`config.mk`:
```
export PLATFORM = sky130hd
export DESIGN_NAME = wb_gpio_irq
export DESIGN_NICKNAME = d
export VERILOG_FILES = /design/src/rtl/wb_gpio_irq.sv
export SDC_FILE = /design/constraint.sdc
export NUM_CORES = 1
export LEC_CHECK = 0
export CAP_MARGIN = 40
export CORE_MARGIN = 8
export CORE_UTILIZATION = 40
export DETAILED_ROUTE_END_ITERATION = 8
export GPL_ROUTABILITY_DRIVEN = 0
export PLACE_DENSITY = 0.7
export SLEW_MARGIN = 15
export SYNTH_ARGS = -nofsm -noshare
export SYNTH_HDL_FRONTEND = slang
export SYNTH_SLANG_ARGS = --single-unit
```
`constraint.sdc`:
```
create_clock -name wb_clk_i -period 1.9 [get_ports wb_clk_i]
set_input_delay 0.285 -clock wb_clk_i [delete_from_list [all_inputs] [get_ports wb_clk_i]]
set_output_delay 0.285 -clock wb_clk_i [all_outputs]
set_load 0.05 [all_outputs]
```
`src/rtl/wb_gpio_irq.sv`:
```
// wb_gpio_irq: Wishbone GPIO (IN/OUT/DIR/IE/POL/IS) with per-pin edge irq; GPIO_DEBOUNCE_EN adds per-pin input debounce
module wb_gpio_irq #(
  parameter int WIDTH = 8,
  parameter logic [15:0] DEBOUNCE_CYCLES = 16'd50000
) (
  input  logic             wb_clk_i,
  input  logic             wb_rst_n_i,
  input  logic [4:0]       wb_adr_i,
  input  logic [31:0]      wb_dat_i,
  input  logic [3:0]       wb_sel_i,
  input  logic             wb_we_i,
  input  logic             wb_cyc_i,
  input  logic             wb_stb_i,
  output logic [31:0]      wb_dat_o,
  output logic             wb_ack_o,
  input  logic [WIDTH-1:0] gpio_i,
  output logic [WIDTH-1:0] gpio_o,
  output logic [WIDTH-1:0] gpio_dir_o,
  output logic             irq_o
);
  logic [WIDTH-1:0] out_r, dir_r, ie_r, pol_r, is_r, s1, s2, prev, val, set, m, d, clr;
  logic [31:0] bm, rd;
  logic [1:0] wcnt;
  logic warm, req, wr, unused;
  assign warm = &wcnt;
  assign req = wb_cyc_i & wb_stb_i & ~wb_ack_o;
  assign wr = req & wb_we_i;
  assign bm = {{8{wb_sel_i[3]}}, {8{wb_sel_i[2]}}, {8{wb_sel_i[1]}}, {8{wb_sel_i[0]}}};
  assign m = bm[WIDTH-1:0];
  assign d = wb_dat_i[WIDTH-1:0];
  assign set = warm ? ((pol_r & val & ~prev) | (~pol_r & ~val & prev)) : '0;
  assign clr = (wr && wb_adr_i[4:2] == 3'd5) ? (d & m) : '0;
  assign irq_o = |(is_r & ie_r);
  assign gpio_o = out_r;
  assign gpio_dir_o = dir_r;
  assign unused = &{1'b0, wb_adr_i[1:0], wb_dat_i, bm, DEBOUNCE_CYCLES};
  always_comb begin
    case (wb_adr_i[4:2])
      3'd0: rd = 32'(val);
      3'd1: rd = 32'(out_r);
      3'd2: rd = 32'(dir_r);
      3'd3: rd = 32'(ie_r);
      3'd4: rd = 32'(pol_r);
      3'd5: rd = 32'(is_r);
      default: rd = '0;
    endcase
  end
`ifdef GPIO_DEBOUNCE_EN
  logic [WIDTH-1:0] filt;
  logic [15:0] dcnt [WIDTH];
  assign val = filt;
  always_ff @(posedge wb_clk_i or negedge wb_rst_n_i) begin
    if (!wb_rst_n_i) begin
      filt <= '0;
      for (int i = 0; i < WIDTH; i++) dcnt[i] <= '0;
    end else begin
      for (int i = 0; i < WIDTH; i++) begin
        if (!warm || s2[i] == filt[i] || dcnt[i] == DEBOUNCE_CYCLES - 16'd1) begin
          filt[i] <= s2[i];
          dcnt[i] <= '0;
        end else begin
          dcnt[i] <= dcnt[i] + 16'd1;
        end
      end
    end
  end
`else
  assign val = s2;
`endif
  always_ff @(posedge wb_clk_i or negedge wb_rst_n_i) begin
    if (!wb_rst_n_i) begin
      wb_ack_o <= 1'b0;
      wb_dat_o <= '0;
      wcnt <= '0;
      s1 <= '0;
      s2 <= '0;
      prev <= '0;
      out_r <= '0;
      dir_r <= '0;
      ie_r <= '0;
      pol_r <= '0;
      is_r <= '0;
    end else begin
      wb_ack_o <= req;
      wb_dat_o <= req ? rd : '0;
      wcnt <= wcnt + {1'b0, ~warm};
      s1 <= gpio_i;
      s2 <= s1;
      prev <= warm ? val : s2;
      if (wr && wb_adr_i[4:2] == 3'd1) out_r <= (out_r & ~m) | (d & m);
      if (wr && wb_adr_i[4:2] == 3'd2) dir_r <= (dir_r & ~m) | (d & m);
      if (wr && wb_adr_i[4:2] == 3'd3) ie_r <= (ie_r & ~m) | (d & m);
      if (wr && wb_adr_i[4:2] == 3'd4) pol_r <= (pol_r & ~m) | (d & m);
      is_r <= (is_r & ~clr) | set;
    end
  end
endmodule

```
==> results.json <==
{
  "required_ps": 1620,
  "fmax_mhz": 548,
  "cp_max_fo": 3,
  "n_antenna_cell": 0,
  "synth.distinct_cells": 30,
  "antenna_found_initial": 0,
  "worstPathCellList": "clkdlybuf4s50_1",
  "start_util_pct": 40.7,
  "critPathMaxStageDelay_ps": 820,
  "p_leak_nw": 1.89,
  "outcome": "finished, final reports clean",
  "drv_slew": 0,
  "synth_seq_area_share_pct": 56.6,
  "ios": 104,
  "syn_to_final_growth_pct": 28.5,
  "async_flop_share_pct": 100,
  "wl_um": 7750,
  "syn_inst": 244,
  "final_common_cell": "dfrtp_1",
  "firstDrtPassIters": 4,
  "clock-skew-final_ps": 9.85,
  "pre_cts_ws_ps": -35.2,
  "post-cts-setup-buffers": 0,
  "rsz0062_at_grt": "no",
  "cts_buffers": 9,
  "n_fill_cell": 701,
  "ys_warn_count": 0,
  "syn_area_per_cell_sq_um": 13.6,
  "cts_tree": "done",
  "crit_path_top_delay_cell": "clkdlybuf4s50_1",
  "period_share_pct": 96.1,
  "path_delay_family": "buffers and inverters",
  "final_cell_mix": "75 x dfrtp_1, 43 x clkdlybuf4s50_1, 34 x mux2_2",
  "crit_path_start_kind": "flip-flop",
  "io_buffers": 50,
  "dieArea_sq_mm": 0.0115,
  "grt_start_max_net_pins": 40,
  "peakVddDrop_v": 0.000420,
  "synth_edf_count": 0,
  "root_buffer": "clkbuf_8",
  "clock-sinks": 75,
  "clkLatencyLatePin_ps": 350,
  "via_per_inst": 5.04,
  "critPathKind": "flip-flop to primary output",
  "wire_per_inst_um": 18.1,
  "hold_viol": 0,
  "die_w_um": 107,
  "drc": 0,
  "grt_pass1_vias": 2350,
  "coreArea_sq_mm": 0.00813,
  "dpl.hpwl_um": 5470,
  "syn_area_sq_mm": 0.00331,
  "drt_iter0_markers": 83,
  "timing.slew.headroom_pct": 65.3,
  "via_count": 2164,
  "power.density_mw_per_mm2": 976,
  "worst_slew_pin_slew_ps": 521,
  "ant_nets": 0,
  "fin_ws_ps": 74.1,
  "seq_area_sq_mm": 0.00188,
  "fin_nets": 373,
  "drive_gt1_share_pct": 30.9,
  "fp.dieH_um": 107,
  "multi_input_area_sq_mm": 0.00127,
  "grt.total_usage_pct": 14.2,
  "clk_path_buf_depth": 2,
  "finalSetupViolCount": 0,
  "synth_seq_cells": 75,
  "grt_overflow": 0,
  "htreeDepth": 3,
  "rows": 33,
  "cp_data_arrival_time_ps": 1540,
  "endpoint_kind": "primary output",
  "grt_pass1_wl_um": 12600,
  "maxCapViolations": 0,
  "synthFlopType": "dfrtp_1",
  "clkTransAtPathRegs_ps": 80,
  "critPathBufInv": 1,
  "hold_path.class": "flip-flop to flip-flop",
  "timing.hold.ws_ps": 340,
  "fin_crit_ps": 1830
}
## worst paths after layout
| kind | start | cells after the start | endpoint | slack [ps] |
|---|---|---|---|---|
| min in group asynchronous | wb_rst_n_i | 2 | async pin | 460 |
| max | flip-flop | 1 | gpio_dir_o[0] | 70 |
| max in group asynchronous | wb_rst_n_i | 3 | s2[5]$_DFF_PN0_ | 900 |
| min | s1[2]$_DFF_PN0_ | 0 | s2[2]$_DFF_PN0_ | 340 |
| max reg2reg | wb_ack_o$_DFF_PN0_ | 4 | flip-flop | 450 |
| min reg2reg | s1[2]$_DFF_PN0_ | 0 | s2[2]$_DFF_PN0_ | 340 |
## what timing repair did
item	4_1_cts	5_1_grt
resized for setup	0	1
setup endpoints to repair	0	1
endpoints found under the hold margin	37	0
hold buffers	1	0
## stage by stage
step	power [W]	utilization, %	std cells	area, sq um	TNS (ps)
after global placement	0.00263	49.0	412	3990	-43.8
after floorplan	0.00237	-	267	3400	0
after global routing	0.00433	52.3	429	4260	0
final	0.00416	52.3	429	4260	0
after detailed placement	0.00264	49.0	412	3990	-195
after CTS	0.00419	52.3	429	4260	0
## synthesized netlist by cell type (2+ instances only)
library cell,instances,area [sq um]
dfrtp_1,75,1880
mux2_2,34,383
buf_4,26,195
nand2_1,21,78.8
nand2b_1,9,56.3
nand3_1,9,45.0
a32o_1,8,80.1
mux2_4,8,120
o22ai_1,8,50.1
a22oi_1,6,45.0
mux4_2,6,135
a21oi_1,4,20.0
nor2b_1,4,25.0
buf_6,3,33.8
clkbuf_1,3,11.3
nor2_1,3,11.3
a221oi_1,2,17.5
a311oi_1,2,17.5
buf_2,2,10.0
## cells by family (layout without fill, tap and decap cells)
kind of cell / count (synthesis) / in the layout / share of synthesized area [%]
other: 1 / 24 / 0.113
AOI/OAI and AO/OA: 30 / 30 / 6.95
DFF: 75 / 75 / 56.6
and+or+nand+nor: 54 / 54 / 9.29
muxes: 48 / 48 / 19.3
buffers and inverters: 36 / 93 / 7.78
## report_power, final
group	switching (W)	internal (W)
logic	0.000490	0.000321
registers	0.0000893	0.00171
clock network	0.000567	0.000978
## cell type report
class | count | area share (%)
clock buffer | 12 | 3.88
clock inverter | 4 | 2.23
inverter | 2 | 0.176
multi-input combinational | 156 | 29.7
sequential | 75 | 44.1
tap | 105 | 3.09
timing repair buffer | 75 | 16.8
## routing by layer
| metal | global-route usage (%) | share of wire, % |
|---|---|---|
| met1 | 18.3 | 44 |
| met2 | 21.7 | 45 |
| met3 | 4.26 | 9.1 |
| met4 | 6.33 | 2.0 |
| met5 | 0 | 0 |
No activity file was read; power rests on OpenSTA's default activity.
